<file path="src/rtl/lmh6401_pkg.sv">
// rtl/lmh6401_pkg.sv - shared LMH6401 SPI frame layout and slave state encoding
package lmh6401_pkg;

  localparam int FRAME_BITS = 16;
  localparam int RW_BIT     = 15;
  localparam int ADDR_MSB   = 14;
  localparam int ADDR_LSB   = 8;
  localparam int DATA_MSB   = 7;
  localparam int DATA_LSB   = 0;

  // Bit counter tops out here so long frames stay distinguishable from 16
  localparam logic [4:0] BIT_CNT_SAT = 5'd17;

  typedef struct packed {
    logic       rw;
    logic [6:0] addr;
    logic [7:0] data;
  } lmh6401_frame_t;

  typedef enum logic [1:0] {
    WAIT_IDLE = 2'd0,
    IDLE      = 2'd1,
    SHIFT     = 2'd2,
    COMMIT    = 2'd3
  } lmh6401_slave_state_t;

endpackage

</file>
<file path="src/rtl/spi_pin_sync.sv">
// rtl/spi_pin_sync.sv - SPI pin synchronizer with SCK edge detect
module spi_pin_sync #(
  parameter int NUM_CHANNELS = 4,
  parameter int SYNC_STAGES  = 2
) (
  input  logic                    clk,
  input  logic                    reset,
  input  logic [NUM_CHANNELS-1:0] cs_n,
  input  logic                    sck,
  input  logic                    sdi,
  output logic [NUM_CHANNELS-1:0] cs_n_sync,
  output logic                    sdi_sync,
  output logic                    sck_rise,
  output logic                    sck_fall,
  output logic                    primed
);

  logic [NUM_CHANNELS-1:0] cs_pipe [SYNC_STAGES];
  logic [SYNC_STAGES-1:0]  sck_pipe;
  logic [SYNC_STAGES-1:0]  sdi_pipe;
  logic [SYNC_STAGES-1:0]  prime_pipe;
  logic                    sck_prev;

  // Synchronizer chains; prime_pipe marks when the chains hold real pin samples rather than reset values
  always_ff @(posedge clk) begin
    if (reset) begin
      for (int i = 0; i < SYNC_STAGES; i++) cs_pipe[i] <= '1;
      sck_pipe   <= '0;
      sdi_pipe   <= '0;
      prime_pipe <= '0;
      sck_prev   <= 1'b0;
    end else begin
      cs_pipe[0] <= cs_n;
      for (int i = 1; i < SYNC_STAGES; i++) cs_pipe[i] <= cs_pipe[i-1];
      sck_pipe   <= {sck_pipe[SYNC_STAGES-2:0], sck};
      sdi_pipe   <= {sdi_pipe[SYNC_STAGES-2:0], sdi};
      prime_pipe <= {prime_pipe[SYNC_STAGES-2:0], 1'b1};
      sck_prev   <= sck_pipe[SYNC_STAGES-1];
    end
  end

  assign cs_n_sync = cs_pipe[SYNC_STAGES-1];
  assign sdi_sync  = sdi_pipe[SYNC_STAGES-1];
  assign sck_rise  = sck_pipe[SYNC_STAGES-1] & ~sck_prev;
  assign sck_fall  = ~sck_pipe[SYNC_STAGES-1] & sck_prev;
  assign primed    = prime_pipe[SYNC_STAGES-1];

endmodule

</file>
<file path="src/rtl/lmh6401_spi_slave.sv">
// rtl/lmh6401_spi_slave.sv - LMH6401 SPI responder with per-channel register file and frame stream
module lmh6401_spi_slave
  import lmh6401_pkg::*;
#(
  parameter int NUM_CHANNELS = 4,
  parameter int SYNC_STAGES  = 2,
  parameter int NUM_REGS     = 8,
  parameter int GAIN_ADDR    = 2,
  localparam int CHAN_W      = (NUM_CHANNELS > 1) ? $clog2(NUM_CHANNELS) : 1
) (
  input  logic                      clk,
  input  logic                      reset,
  input  logic [NUM_CHANNELS-1:0]   cs_n,
  input  logic                      sck,
  input  logic                      sdi,
  output logic                      sdo,
  output logic [15:0]               frame_data,
  output logic [CHAN_W-1:0]         frame_chan,
  output logic                      frame_valid,
  input  logic                      frame_ready,
  output logic [8*NUM_CHANNELS-1:0] gain_out,
  output logic                      err_len,
  output logic                      err_multi_cs,
  output logic                      err_overflow
);

  localparam int REG_AW = (NUM_REGS > 1) ? $clog2(NUM_REGS) : 1;

  lmh6401_slave_state_t state, next_state;

  logic [NUM_CHANNELS-1:0] cs_n_sync, cs_low, chan_mask;
  logic                    sdi_sync, sck_rise, sck_fall, primed;
  logic [CHAN_W-1:0]       chan, first_low;
  logic [15:0]             shift_reg;
  logic [4:0]              bit_cnt;
  logic [7:0]              sdo_shift;
  logic                    sdo_q;
  logic [7:0]              regs [NUM_CHANNELS][NUM_REGS];
  logic                    start_frame, set_multi, set_len, do_commit;
  logic [6:0]              rd_addr;
  logic [7:0]              rd_data;
  lmh6401_frame_t          cur;

  spi_pin_sync #(
    .NUM_CHANNELS (NUM_CHANNELS),
    .SYNC_STAGES  (SYNC_STAGES)
  ) u_sync (
    .clk       (clk),
    .reset     (reset),
    .cs_n      (cs_n),
    .sck       (sck),
    .sdi       (sdi),
    .cs_n_sync (cs_n_sync),
    .sdi_sync  (sdi_sync),
    .sck_rise  (sck_rise),
    .sck_fall  (sck_fall),
    .primed    (primed)
  );

  assign cs_low    = ~cs_n_sync;
  assign chan_mask = NUM_CHANNELS'(1) << chan;
  assign cur       = shift_reg;
  assign rd_addr   = {shift_reg[5:0], sdi_sync};
  assign rd_data   = (32'(rd_addr) < NUM_REGS) ? regs[chan][rd_addr[REG_AW-1:0]] : 8'h00;
  assign do_commit = (state == COMMIT);
  assign sdo       = sdo_q & (state == SHIFT);

  // Lowest-numbered selected channel; only used when exactly one is low
  always_comb begin
    first_low = '0;
    for (int i = NUM_CHANNELS - 1; i >= 0; i--) begin
      if (cs_low[i]) first_low = CHAN_W'(i);
    end
  end

  // State register
  always_ff @(posedge clk) begin
    if (reset) state <= WAIT_IDLE;
    else       state <= next_state;
  end

  // Next-state and frame control decisions from synchronized chip selects
  always_comb begin
    next_state  = state;
    start_frame = 1'b0;
    set_multi   = 1'b0;
    set_len     = 1'b0;
    case (state)
      WAIT_IDLE: if (primed && !(|cs_low)) next_state = IDLE;
      IDLE: begin
        if (|(cs_low & (cs_low - NUM_CHANNELS'(1)))) begin
          set_multi  = 1'b1;
          next_state = WAIT_IDLE;
        end else if (|cs_low) begin
          start_frame = 1'b1;
          next_state  = SHIFT;
        end
      end
      SHIFT: begin
        if (|(cs_low & ~chan_mask)) begin
          set_multi  = 1'b1;
          next_state = WAIT_IDLE;
        end else if (!cs_low[chan]) begin
          if (bit_cnt == 5'd16) begin
            next_state = COMMIT;
          end else begin
            set_len    = 1'b1;
            next_state = IDLE;
          end
        end
      end
      COMMIT:  next_state = IDLE;
      default: next_state = WAIT_IDLE;
    endcase
  end

  // Deserializer, read-data serializer and error pulse registers
  always_ff @(posedge clk) begin
    if (reset) begin
      chan         <= '0;
      shift_reg    <= '0;
      bit_cnt      <= '0;
      sdo_shift    <= '0;
      sdo_q        <= 1'b0;
      err_len      <= 1'b0;
      err_multi_cs <= 1'b0;
      err_overflow <= 1'b0;
    end else begin
      err_len      <= set_len;
      err_multi_cs <= set_multi;
      err_overflow <= do_commit && frame_valid && !frame_ready;
      if (start_frame) begin
        chan      <= first_low;
        shift_reg <= '0;
        bit_cnt   <= '0;
        sdo_shift <= '0;
      end else if (state == SHIFT && sck_rise) begin
        shift_reg <= {shift_reg[14:0], sdi_sync};
        bit_cnt   <= (bit_cnt == BIT_CNT_SAT) ? BIT_CNT_SAT : bit_cnt + 5'd1;
        if (bit_cnt == 5'd7) sdo_shift <= shift_reg[6] ? rd_data : 8'h00;
      end
      if (state != SHIFT) begin
        sdo_q <= 1'b0;
      end else if (sck_fall) begin
        if (bit_cnt >= 5'd8 && bit_cnt <= 5'd15) begin
          sdo_q     <= sdo_shift[7];
          sdo_shift <= {sdo_shift[6:0], 1'b0};
        end else begin
          sdo_q <= 1'b0;
        end
      end
    end
  end

  // Register file; writes land on COMMIT even when the stream drops the frame
  always_ff @(posedge clk) begin
    if (reset) begin
      for (int c = 0; c < NUM_CHANNELS; c++)
        for (int r = 0; r < NUM_REGS; r++) regs[c][r] <= 8'h00;
    end else if (do_commit && !cur.rw && 32'(cur.addr) < NUM_REGS) begin
      regs[chan][cur.addr[REG_AW-1:0]] <= cur.data;
    end
  end

  // Output stream holding register: keep an unaccepted frame, replace on same-cycle handshake
  always_ff @(posedge clk) begin
    if (reset) begin
      frame_valid <= 1'b0;
      frame_data  <= '0;
      frame_chan  <= '0;
    end else if (do_commit && !(frame_valid && !frame_ready)) begin
      frame_valid <= 1'b1;
      frame_data  <= shift_reg;
      frame_chan  <= chan;
    end else if (frame_valid && frame_ready) begin
      frame_valid <= 1'b0;
    end
  end

  // Export the gain register of every channel
  always_comb begin
    gain_out = '0;
    for (int c = 0; c < NUM_CHANNELS; c++) gain_out[8*c +: 8] = regs[c][GAIN_ADDR];
  end

endmodule

</file>
<file path="config.mk">
export PLATFORM = sky130hd
export DESIGN_NAME = lmh6401_spi_slave
export DESIGN_NICKNAME = d
export VERILOG_FILES = /design/src/rtl/lmh6401_pkg.sv /design/src/rtl/spi_pin_sync.sv /design/src/rtl/lmh6401_spi_slave.sv
export SDC_FILE = /design/constraint.sdc
export NUM_CORES = 1
export LEC_CHECK = 0
export CORE_AREA = 2 2 274 249
export CTS_CLUSTER_DIAMETER = 30
export DETAILED_ROUTE_END_ITERATION = 7
export DIE_AREA = 0 0 276 251
export PLACE_DENSITY = 0.43
export SYNTH_ARGS = -nofsm -noshare
export SYNTH_HDL_FRONTEND = slang
export SYNTH_HIERARCHICAL = 1
export SYNTH_SLANG_ARGS = --single-unit
export TNS_END_PERCENT = 5
</file>
<file path="constraint.sdc">
create_clock -name clk -period 2.65 [get_ports clk]
set_input_delay 0.3975 -clock clk [delete_from_list [all_inputs] [get_ports clk]]
set_output_delay 0.3975 -clock clk [all_outputs]
set_load 0.005 [all_outputs]
</file>
# After elaboration in Yosys (flattened, before gate mapping)
# Memories as Yosys holds them, arrays and structs flattened. A register that Yosys moved wholly into a read port is not among the register bits.
# Cells that the tools add are included.
# classes
add_sub_neg,2
order_cmp,8
n_eq_ne,10
shifts,1
n_mux,51
bitwise,14
n_reduce_logical,25
# op_table
operator,count
64-bit 2-to-1 mux,3
8-bit 2-to-1 mux,11
64-bit OR reduction,1
2-bit 2-to-1 mux,13
8-bit binary-select mux with 3-bit select,1
8-bit demux with 3-bit select,1
1-bit 2-to-1 mux,16
"7-bit by 4-bit less-than comparator with 1-bit output, second input constant",2
4-bit OR reduction,3
1-bit logical AND,11
"5-bit equality test, second input constant",2
4-bit AND,2
"4-bit >= comparator, second input constant",2
4-bit 2-to-1 mux,2
3-bit NOT with 4-bit output,2
4-bit NOT,2
2-bit one-hot mux with 4 select lines,1
7-bit OR reduction,1
"3-bit != test, second input constant",2
"5-bit by 1-bit adder with 5-bit output, second input constant",1
"5-bit by 3-bit equality test with 1-bit output, second input constant",1
"5-bit by 4-bit >= comparator with 1-bit output, second input constant",1
"5-bit by 4-bit <= comparator with 1-bit output, second input constant",1
5-bit 2-to-1 mux,1
other kinds (17),28
# word_totals
regBits,63
mem_bits_rw,264
inputBits,9
output_inout_bits,55
wordCells,130
mem_count,2
# memory_table
memory,words,width,read_ports,rd_clocked_by_memory_dff,write_ports,line,rtl
regs,4,64,5,1,4,lmh6401_spi_slave.sv:38,logic [7:0] regs [NUM_CHANNELS][NUM_REGS];
u_sync.cs_pipe,2,4,2,0,2,spi_pin_sync.sv:18,logic [NUM_CHANNELS-1:0] cs_pipe [SYNC_STAGES];

# Depth between registers and ports, before layout
# logic_depth
ltp_word,12
ltp_mapped,10
depth_no_buf,7

# Modules after synthesis
# Netlist, hierarchy kept.
# modules_own_cells
mod,n_inst,cells_each,area_each_um2,seq_area_each_um2
lmh6401_spi_slave,1,1151,14644.0,8848.5
spi_pin_sync,1,37,451.7,300.3

# Least setup slack after synthesis
# No wires, ideal clock.
# synth_path
path_type,reg2reg
startpoint,reg shift_reg[15] (netlist: cur[15])
endpoint,mem regs[0][10] (netlist name) (enable)
setup_time_ns,0.384
t_arrival_ns,2.164
required_ns,2.266
path_slack_ns,0.102
path_stages_with_launch,5
path_buffers,0
synth_period_minus_slack_ns,2.548
cell_sequence,dfxtp_1 -> or4_1 -> nor4_1 -> nand3_1 -> o21ai_0
# synth_lines
item,line,rtl
from (decl),lmh6401_spi_slave.sv:34,logic [15:0] shift_reg;
from (signal assigned),lmh6401_spi_slave.sv:138,"shift_reg <= {shift_reg[14:0], sdi_sync};"
to (decl),lmh6401_spi_slave.sv:38,

# Worst setup path in the final report
# layout_path
startpoint,reg state[0]
endpoint,out sdo
# layout_via
elab_chain_cells,2
# layout_rtl
item,line,rtl
from (decl),lmh6401_spi_slave.sv:29,"lmh6401_slave_state_t state, next_state;"
from (signal assigned),lmh6401_spi_slave.sv:79,else state <= next_state;
2-bit equality test,lmh6401_spi_slave.sv:66,assign sdo = sdo_q & (state == SHIFT);
1-bit AND,lmh6401_spi_slave.sv:66,
to (decl),lmh6401_spi_slave.sv:16,"output logic sdo,"
# No other way between the ends.

==> results.ini <==
[logic_synthesis]
ys_ff_latch = 329
yosys-top-cells-area = edfxtp_1 (51%), and2_1 (11%), dfxtp_1 (9.7%), mux4_2 (9.4%), nand2_1 (2.9%)
yosysWarnings = 6
syn_nets = 1205
netlist_area_sq_um = 15100
yosys-top-cells-count = and2_1 (256), edfxtp_1 (256), nand2_1 (116)
yosysSeqAreaShare_pct = 60.6
syn_avg_cell_area_sq_um = 12.7
yosysTopAreaCell = edfxtp_1
async_flop_share_pct = 0
yosysUniqueCellTypes = 60
synth_edf_count = 256
syn_inst = 1188
ys.flop_type = edfxtp_1
synth_top_area_share_pct = 50.9

[critical_path]
critPathBufInv = 4
crit_chain = inv_1 > ha_2 > buf_4 > inv_1 > nor2_1 > clkdlybuf4s50_1
cpMaxStageDelayCell = clkdlybuf4s50_1
cpMostUsedCell = inv_1
arrival_ns = 2.13
crit_fanout = 9
path_class = reg2out
cp.required_ns = 2.25
cp-end-kind = primary output
cp_top_family = buffers and inverters
startpoint_type = register
max_stage_delay_ns = 0.53

[final_layout]
area_growth_pct = 28.7
final_core_util_pct = 29.2
layout-drive-gt1-share_pct = 21.0
finalNonFillerCells = 2230
nets = 1307
fillers = 6715

[timing]
fin_worst_skew_ns = 0.0263
hold_viol = 0
drv_slew = 0
rsz0062_at_grt = yes
fmax_mhz = 396
whs_ns = 0.377
worst_slack_ns = 0.123
period_needed_ns = 2.53
finalSetupViolations = 0
tightest_slew_ns = 0.714
fin_crit_sh_pct = 95.4
slew_headroom_pct = 52.4

[detailed_routing]
wirelength_um = 43800
ant_nets = 0
viasPerCell = 4.27
num_vias = 9515
dr.pass1.iters = 6
drt-initial-drc-count = 648
drcViolationCount = 2
routedWlPerCell_um = 19.6

[grt]
grt_max_degree = 41
grt_remaining_overflow = 0
grt_first_pass_wirelength_um = 64700
antenna_found_initial = 0
grt_use_total_pct = 12.6
grt_pass1_vias = 9734

[floorplan]
start_util_pct = 22.7
ioPinCount = 64
die_area_sq_um = 69300
coreArea_sq_um = 66400
row_count = 90
die_x_um = 276
die_height_um = 251

[placed_design]
placed_cells = 2084
portBuffers = 63
place_hpwl_um = 28600
dp_slack_ns = -0.0461
gp_congestion = 0.757

[clocking]
cts_root_buf = clkbuf_16
ctsHoldBuffers = 0
numCtsBuffers = 78
cts.clk_slew.worst_paths_ns = 0.04
ctsLongestPathBuffers = 3
worstSkewPairLatency_ns = 0.59
htree_levels = 3
postCtsSetupRepairBufs = 0
clkSinkCount = 329
tritoncts = done

[power_and_ir_drop]
p_seq_share_pct = 36.7
p_switching_mw = 3.56
vdd_ir_drop_max_mv = 0.368
p_int_mw = 12.3
combPwrFrac_pct = 4.2
leakagePower_nw = 6.93
p_clk_share_pct = 59.1
power.density_nw_per_um2 = 815
sw_frac_of_total_pct = 22.5

[flow_run]
maxCapViolCount = 0

[outcome]
outcome = finished, violations left
violations = design-rule violations

[worst_hold_path]
hold_path_class = in2reg

==> final timing paths <==
check | cells after the start | slack (ns) | to | start
setup / recovery | 6 | 0.12 | sdo | state[0]
hold / removal | 2 | 0.38 | u_sync/cs_pipe[0][0] | cs_n[0]
setup reg to reg | 6 | 0.20 | regs[2][29] | cur[14]
hold reg to reg | 1 | 0.40 | u_sync/cs_pipe[0][7] | u_sync/cs_pipe[0][3]
==> worst reg2reg max path, stage by stage (launching register included) <==
cell	delay, ns
dfxtp_1	0.33
or4_1	0.57
nor4_1	0.23
buf_4	0.18
nand2_1	0.32
nor2_1	0.49
and2_1	0.19
==> layout make-up <==
type	instances	area (sq um)	share of cell area, %
flip-flops and latches	329	9160	47.1
clock buffers	98	2140	11.0
repair buffers	140	1260	6.48
diodes	1	2.50	0.0129
multi-input cells	729	5280	27.2
well taps	874	1090	5.63
inverters	12	45.0	0.232
clock inverters	47	457	2.35
==> logic make-up (layout without fill, tap and decap cells) <==
logic type	Yosys count	in the layout	share of synthesized area [%]
DFF	329	329	60.6
and+or+nand+nor	502	502	18.0
muxes	82	82	10.7
buffers and inverters	130	297	4.48
other	0	1	0
AOI/OAI and AO/OA	132	132	5.26
adders and majority gates	9	9	0.729
xor gates and xnor gates	4	4	0.232
==> metrics by stage <==
step	cell area [sq um]	TNS, ns	power [mW]
finish	19400	0	15.8
global placement	16800	-7.78	6.58
detailed placement	16800	-0.502	6.58
CTS	19400	0	16.0
floorplan	15100	0	6.28
global route	19400	-0.00696	16.3
==> power by group through the flow <==
stage          clock, mW  combinational [mW]  sequential, mW
4_1_cts             9.52               0.680            5.82
3_3_place_gp           0               0.675            5.91
3_5_place_dp           0               0.678            5.91
2_1_floorplan          0               0.448            5.83
5_1_grt             9.80               0.727            5.82
6_report            9.35               0.671            5.81
==> cell usage in the layout, fill, tap and decap left out, drive strengths merged, types with 6 or more instances in the layout <==
cell type      synthesis  final
and2                 258    258
edfxtp               256    256
nand2                116    116
clkbuf                60     98
buf                   58     77
dfxtp                 73     73
mux4                  63     63
clkdlybuf4s50          0     63
nor2                  56     56
a21oi                 45     45
o21ai                 41     41
inv                   11     26
clkinv                 1     22
mux2i                 15     15
nor3                  15     15
a211oi                12     12
nand3                 11     11
or2                   11     11
ha                     8      8
nor2b                  7      7
o211ai                 6      6
a2111oi                6      6
clkinvlp               0      6
==> sequential cells by signal (all words and copies together), names as in the netlist, named ones only <==
register,cells
u_sync/sck_pipe,2
err_len,1
u_sync/sck_prev,1
u_sync/cs_pipe,8
frame_valid,1
state,2
frame_chan,2
bit_cnt,5
sdo_q,1
u_sync/prime_pipe,2
err_overflow,1
frame_data,16
chan,2
regs,256
u_sync/sdi_pipe,2
sdo_shift,8
cur,16
err_multi_cs,1
==> timing repair <==
action / CTS / global route
gates resized for setup: 0 / 2
hold endpoints to repair: 0 / 0
endpoints found under the setup margin: 0 / 6
==> routing by layer <==
layer	global-route usage (%)	wire [um]	part of all wire (%)
met1	16.1	19200	44
met5	0	0	0
met3	2.26	1680	3.8
met2	21.1	21700	50
met4	5.45	1270	2.9
Note: power is estimated with default switching activity, not from simulation.
